==> config.mk <==
export PLATFORM = sky130hd
export DESIGN_NAME = rapcla_vl_pipe
export DESIGN_NICKNAME = d
export VERILOG_FILES = /design/src/rtl/rapcla_pkg.sv /design/src/rtl/rapcla_group_core.sv /design/src/rtl/rapcla_vl_pipe.sv
export SDC_FILE = /design/constraint.sdc
export NUM_CORES = 1
export LEC_CHECK = 0
export CAP_MARGIN = 40
export CORE_MARGIN = 8
export CORE_UTILIZATION = 30
export CTS_CLUSTER_DIAMETER = 50
export DETAILED_ROUTE_END_ITERATION = 10
export HOLD_SLACK_MARGIN = 0.06
export PLACE_DENSITY = 0.56
export SLEW_MARGIN = 20
export SYNTH_ARGS = -nofsm -noshare
export SYNTH_HDL_FRONTEND = slang
export SYNTH_SLANG_ARGS = --single-unit
==> constraint.sdc <==
create_clock -name CLK -period 18.3 [get_ports CLK]
set_input_delay 3.66 -clock CLK [delete_from_list [all_inputs] [get_ports CLK]]
set_output_delay 3.66 -clock CLK [all_outputs]
set_load 0.02 [all_outputs]
==> src/rtl/rapcla_pkg.sv <==
// rtl/rapcla_pkg.sv - shared types and constants for the variable-latency approximate CLA pipe
package rapcla_pkg;
  typedef enum logic [1:0] {S_IDLE, S_CALC, S_FIX, S_OUT} state_t;

  localparam int ERRCNT_W = 16;

  function automatic int ngroups(input int size, input int groupsize);
    return size / groupsize;
  endfunction
endpackage

==> src/rtl/rapcla_group_core.sv <==
// rtl/rapcla_group_core.sv - one combinational CLA group with a windowed approximate carry-out
module rapcla_group_core #(
  parameter int GROUPSIZE = 8,
  parameter int WINDOW    = 4
) (
  input  logic [GROUPSIZE-1:0] i_a,
  input  logic [GROUPSIZE-1:0] i_b,
  input  logic                 i_cin,
  input  logic                 i_approx,
  output logic [GROUPSIZE-1:0] o_sum,
  output logic                 o_cout,
  output logic                 o_cout_exact,
  output logic                 o_err
);
  localparam int LW = GROUPSIZE - WINDOW;

  logic [GROUPSIZE-1:0] w_p, w_g;
  logic [GROUPSIZE:0]   w_c;
  logic                 w_gu, w_pu, w_cb;

  assign w_p = i_a ^ i_b;
  assign w_g = i_a & i_b;

  always_comb begin
    w_c    = '0;
    w_c[0] = i_cin;
    for (int k = 0; k < GROUPSIZE; k++) w_c[k+1] = w_g[k] | (w_p[k] & w_c[k]);
  end

  // Upper-window generate evaluated with zero carry-in: the approximate carry ignores c_b
  always_comb begin
    w_gu = 1'b0;
    for (int k = LW; k < GROUPSIZE; k++) w_gu = w_g[k] | (w_p[k] & w_gu);
  end

  assign w_pu         = &w_p[GROUPSIZE-1:LW];
  assign w_cb         = w_c[LW];
  assign o_sum        = w_p ^ w_c[GROUPSIZE-1:0];
  assign o_cout_exact = w_c[GROUPSIZE];
  assign o_cout       = i_approx ? w_gu : w_c[GROUPSIZE];
  assign o_err        = i_approx & w_pu & w_cb;
endmodule

==> src/rtl/rapcla_vl_pipe.sv <==
// rtl/rapcla_vl_pipe.sv - handshaked approximate CLA with optional exact-correction cycle
// Optional error statistics counter enabled by RAPCLA_ERRSTAT_EN.
module rapcla_vl_pipe
  import rapcla_pkg::*;
#(
  parameter int SIZE      = 32,
  parameter int GROUPSIZE = 8,
  parameter int WINDOW    = 4
) (
  input  logic                     CLK,
  input  logic                     RST,
  input  logic                     IN_VALID,
  output logic                     IN_READY,
  input  logic [SIZE:1]            A,
  input  logic [SIZE:1]            B,
  input  logic                     CIN,
  input  logic [SIZE/GROUPSIZE:1]  APPROX_RCON,
  input  logic                     CORRECT_REQ,
  output logic                     OUT_VALID,
  input  logic                     OUT_READY,
  output logic [SIZE:1]            SUM,
  output logic                     COUT,
  output logic [SIZE/GROUPSIZE:1]  ERR_GRP,
  output logic                     EXACT
`ifdef RAPCLA_ERRSTAT_EN
  ,
  input  logic                     ERR_CLR,
  output logic [ERRCNT_W-1:0]      ERR_CNT
`endif
);
  localparam int NG = ngroups(SIZE, GROUPSIZE);

  state_t        r_state, w_next;
  logic [SIZE:1] r_a, r_b;
  logic          r_cin, r_corr;
  logic [NG:1]   r_rcon;
  logic [SIZE:1] r_sum;
  logic          r_cout, r_exact;
  logic [NG:1]   r_err;

  logic          w_ac [0:NG];
  logic          w_ec [0:NG];
  logic [SIZE:1] w_asum, w_esum;
  logic [NG:1]   w_aerr, w_eerr, w_acx, w_ecx;
  logic          w_accept, w_mismatch, w_load_apx, w_load_exact, w_unused;

  assign w_ac[0] = r_cin;
  assign w_ec[0] = r_cin;

  for (genvar gi = 1; gi <= NG; gi++) begin : g_grp
    rapcla_group_core #(.GROUPSIZE(GROUPSIZE), .WINDOW(WINDOW)) u_apx (
      .i_a(r_a[gi*GROUPSIZE -: GROUPSIZE]), .i_b(r_b[gi*GROUPSIZE -: GROUPSIZE]),
      .i_cin(w_ac[gi-1]), .i_approx(r_rcon[gi]),
      .o_sum(w_asum[gi*GROUPSIZE -: GROUPSIZE]), .o_cout(w_ac[gi]),
      .o_cout_exact(w_acx[gi]), .o_err(w_aerr[gi])
    );
    rapcla_group_core #(.GROUPSIZE(GROUPSIZE), .WINDOW(WINDOW)) u_ext (
      .i_a(r_a[gi*GROUPSIZE -: GROUPSIZE]), .i_b(r_b[gi*GROUPSIZE -: GROUPSIZE]),
      .i_cin(w_ec[gi-1]), .i_approx(1'b0),
      .o_sum(w_esum[gi*GROUPSIZE -: GROUPSIZE]), .o_cout(w_ec[gi]),
      .o_cout_exact(w_ecx[gi]), .o_err(w_eerr[gi])
    );
  end

  assign w_unused   = ^{w_eerr, w_acx, w_ecx};
  assign w_mismatch = {w_ac[NG], w_asum} != {w_ec[NG], w_esum};
  assign IN_READY   = (r_state == S_IDLE) | ((r_state == S_OUT) & OUT_READY);
  assign w_accept   = IN_VALID & IN_READY;
  assign OUT_VALID  = (r_state == S_OUT);
  assign SUM        = r_sum;
  assign COUT       = r_cout;
  assign ERR_GRP    = r_err;
  assign EXACT      = r_exact;

  always_comb begin
    w_next       = r_state;
    w_load_apx   = 1'b0;
    w_load_exact = 1'b0;
    case (r_state)
      S_IDLE: if (w_accept) w_next = S_CALC;
      S_CALC: begin
        if (r_corr && w_mismatch) w_next = S_FIX;
        else begin
          w_load_apx = 1'b1;
          w_next     = S_OUT;
        end
      end
      S_FIX: begin
        w_load_exact = 1'b1;
        w_next       = S_OUT;
      end
      S_OUT: if (OUT_READY) w_next = w_accept ? S_CALC : S_IDLE;
      default: w_next = S_IDLE;
    endcase
  end

  always_ff @(posedge CLK) begin
    if (RST) r_state <= S_IDLE;
    else     r_state <= w_next;
  end

  // Operands stay frozen through CALC/FIX since IN_READY is low there
  always_ff @(posedge CLK) begin
    if (RST) begin
      r_a <= '0; r_b <= '0; r_cin <= 1'b0; r_rcon <= '0; r_corr <= 1'b0;
      r_sum <= '0; r_cout <= 1'b0; r_err <= '0; r_exact <= 1'b0;
    end else begin
      if (w_accept) begin
        r_a <= A; r_b <= B; r_cin <= CIN; r_rcon <= APPROX_RCON; r_corr <= CORRECT_REQ;
      end
      if (r_state == S_CALC) r_err <= w_aerr;
      if (w_load_apx) begin
        r_sum <= w_asum; r_cout <= w_ac[NG]; r_exact <= !w_mismatch;
      end
      if (w_load_exact) begin
        r_sum <= w_esum; r_cout <= w_ec[NG]; r_exact <= 1'b1;
      end
    end
  end

`ifdef RAPCLA_ERRSTAT_EN
  logic [ERRCNT_W-1:0] r_err_cnt;

  always_ff @(posedge CLK) begin
    if (RST || ERR_CLR) r_err_cnt <= '0;
    else if ((r_state == S_CALC) && w_mismatch && (r_err_cnt != {ERRCNT_W{1'b1}}))
      r_err_cnt <= r_err_cnt + 1'b1;
  end

  assign ERR_CNT = r_err_cnt;
`endif
endmodule

==> qor.yml <==
power_and_ir_drop:
  seqPwrFrac: 0.317
  peakVddDrop_mv: 0.0518
  power_density_nw_per_um2: 131
  p_switching_uw: 439
  switching_share: 0.421
  pwr-share-clk: 0.186
  p_comb_frac: 0.497
  p_leak_uw: 0.00268
  p_int_uw: 603
global_route:
  grtUsageTotal: 0.131
  grt_pass1_wl_um: 26900
  overflow: 0
  first_global_vias: 4979
  grt_max_degree: 71
  antenna_found_initial: 0
setup_path:
  critPathArrivalTime_ps: 13610
  r2r_end: "r_state[0]$_SDFFE_PP0P_"
  cpPeakStageDelay_ps: 490
  r2r_start: "r_cin$_SDFFE_PP0P_"
  crit_required_ps: 18560
  start_kind: "register"
  crit_slowest_cell: "o2111a_4"
  rr_worst_depth: 40
  end_kind: "register"
  cp_common_cell: "fa_1"
  path_class: "reg2reg"
  cp_max_fo: 33
  reg2reg_slack_ps: 4950
  setup.worst_path.start: "r_cin$_SDFFE_PP0P_"
timing:
  post-route-period-util: 0.730
  max_freq_ghz: 0.0749
  slew_headroom: 0.492
  slew_viol_final: 0
  report.final.setup_viol: 0
  finClkSkew_ps: 6.68
  tightest_slew_ps: 762
  hold_violations: 0
  fin_crit_ps: 13350
  rsz0062_at_grt: "no"
  tns_ps: 0
finish:
  nets: 943
  antenna_cells: 0
  syn_to_final_growth_pct: 25.8
  drive_above_1_share: 0.0550
  layoutNonFillerInstCount: 1075
clock_tree:
  cts_root_buffer: "clkbuf_16"
  htree_levels: 3
  cts_tree: "built"
  cts-resized-gates: 0
  numCtsBuffers: 9
  postCtsSetupRepairBufs: 0
  cts.sinks: 110
  cts_hold_buf: 0
  clk_pin_slew_worst_paths_ps: 70
  cts.path.max_buffers: 2
  clkLatencyLatePin_ps: 360
routing:
  vias: 4934
  postRouteAntennaNets: 0
  via_per_inst: 4.59
  drtIter0Drc: 244
  routed_wl_um: 17000
  wl_per_cell_um: 15.8
  first_pass_iters: 4
  drc_errors: 0
die:
  ioPinCount: 114
  dieArea_um2: 25900
  core_area_um2: 20800
  rows: 53
  die_w_um: 161
  die_y_um: 161
  start_util: 0.302
min_path:
  hp-class: "reg2reg"
  hold_end: "r_a[28]$_SDFFE_PP0P_"
  min_path_cells: 2
  hold_path.startpoint: "r_a[28]$_SDFFE_PP0P_"
synth:
  ys_warn_count: 0
  syn_area_um2: 6300
  syn_nets: 855
  yosys_most_used_dff: "dfxtp_1"
  ys_async_sr_fraction: 0
  yosysUniqueCellTypes: 41
  ys_ff_latch: 110
  synth-seq-area-share: 0.350
  synth_cells: 707
  synth-edff-count: 0
  synth_area_per_cell_um2: 8.91
placed_design:
  placed_cells: 1059
  io_buffers: 113
  dp_hpwl_um: 13100
  place.gp.congestion: 0.771
status:
  status: "complete, no violations"
job:
  maxCapViolations: 0
-- critical path: cells and delay by family (launching register included) --
kind	cells	cell delay, ps
AOI/OAI and AO/OA	2	760
xor gates and xnor gates	1	190
adders and majority gates	32	11400
buffers and inverters	3	190
DFF	1	330
and+or+nand+nor	2	380
-- kinds of logic after synthesis --
family | after synthesis | synth area share
AOI/OAI and AO/OA | 156 | 0.139
xor gates and xnor gates | 27 | 0.0375
adders and majority gates | 74 | 0.210
buffers and inverters | 103 | 0.0679
DFF | 110 | 0.350
muxes | 26 | 0.0419
and+or+nand+nor | 211 | 0.154
-- placed cells by master (no fill, tap or decap), types with 4 or more instances in the layout --
cell / netlist / layout
nand2_1: 141 / 140
clkdlybuf4s50_1: 0 / 112
dfxtp_1: 110 / 110
a21oi_1: 110 / 110
inv_1: 60 / 60
fa_1: 53 / 53
nand3_1: 27 / 27
mux2i_1: 23 / 23
ha_1: 21 / 21
o21ai_1: 17 / 17
xnor2_1: 16 / 16
o21ai_0: 14 / 14
xor2_1: 11 / 11
nand2b_1: 9 / 9
clkbuf_16: 0 / 9
nand4_1: 8 / 8
buf_4: 0 / 7
nor2_1: 5 / 5
nor3_2: 4 / 4
-- sequential cells by signal, summed over array words and instances, names as in the netlist --
signal,flops
SUM,32
r_a,32
r_b,32
ERR_GRP,4
r_rcon,4
r_state,2
COUT,1
EXACT,1
r_cin,1
r_corr,1
-- cell type report --
class                   instances  area (um^2)
clock buffers                  11          253
fillers                      2180        12900
flip-flops and latches        110         2200
well taps                     275          344
multi-input cells             494         3670
repair buffers                120         1180
inverters                      60          225
clock inverters                 5         42.5
-- synth_stat cells (3+ instances only) --
master / count / area (um^2)
mux2_2: 3 / 33.8
nor2b_1: 3 / 18.8
inv_1: 60 / 225
buf_2: 3 / 15.0
nand3_1: 27 / 135
xor2_1: 11 / 96.3
buf_6: 5 / 56.3
and4b_1: 3 / 30.0
nand2b_1: 9 / 56.3
clkbuf_1: 34 / 128
nor2_1: 5 / 18.8
a21o_1: 3 / 22.5
nor3_2: 4 / 40.0
a211oi_2: 3 / 37.5
dfxtp_1: 110 / 2200
xnor2_1: 16 / 140
nand4_1: 8 / 50.1
mux2i_1: 23 / 230
fa_1: 53 / 1060
o21ai_1: 17 / 85.1
o21ai_0: 14 / 70.1
nand2_1: 141 / 529
ha_1: 21 / 263
a21oi_1: 110 / 551
-- power groups by stage --
| stage | Combinational (uW) | Sequential [uW] | Clock (uW) |
|---|---|---|---|
| floorplan | 336 | 349 | 0 |
| global placement | 518 | 336 | 0 |
| detailed placement | 524 | 337 | 0 |
| CTS | 526 | 332 | 200 |
| global route | 573 | 338 | 209 |
| finish | 518 | 330 | 194 |
-- worst max-delay path by stage --
stage / to / cells after the start
floorplan: SUM[16]$_SDFFE_PP0P_ / 41
global placement: r_state[0]$_SDFFE_PP0P_ / 40
detailed placement: r_state[0]$_SDFFE_PP0P_ / 40
CTS: r_state[0]$_SDFFE_PP0P_ / 40
global route: r_state[0]$_SDFFE_PP0P_ / 40
finish: r_state[0]$_SDFFE_PP0P_ / 40
-- routing by layer --
metal	vias up	GRT usage	wire length, um
li1	2503	-	-
met1	2346	0.173	8010
met2	72	0.210	8090
met3	13	0.0307	694
met4	0	0.0379	185
met5	-	0	0
-- per-stage QoR --
stage	setup WS [ps]	hold WS, ps	utilization	cell area (um^2)	total power (uW)
detailed placement	5050	449	0.366	7630	861
CTS	4950	459	0.381	7930	1060
global route	4360	481	0.381	7930	1120
finish	4950	455	0.381	7930	1040
global placement	5230	445	0.366	7620	854
floorplan	5890	431	-	6300	685
Power figures use the tool's default switching activity.
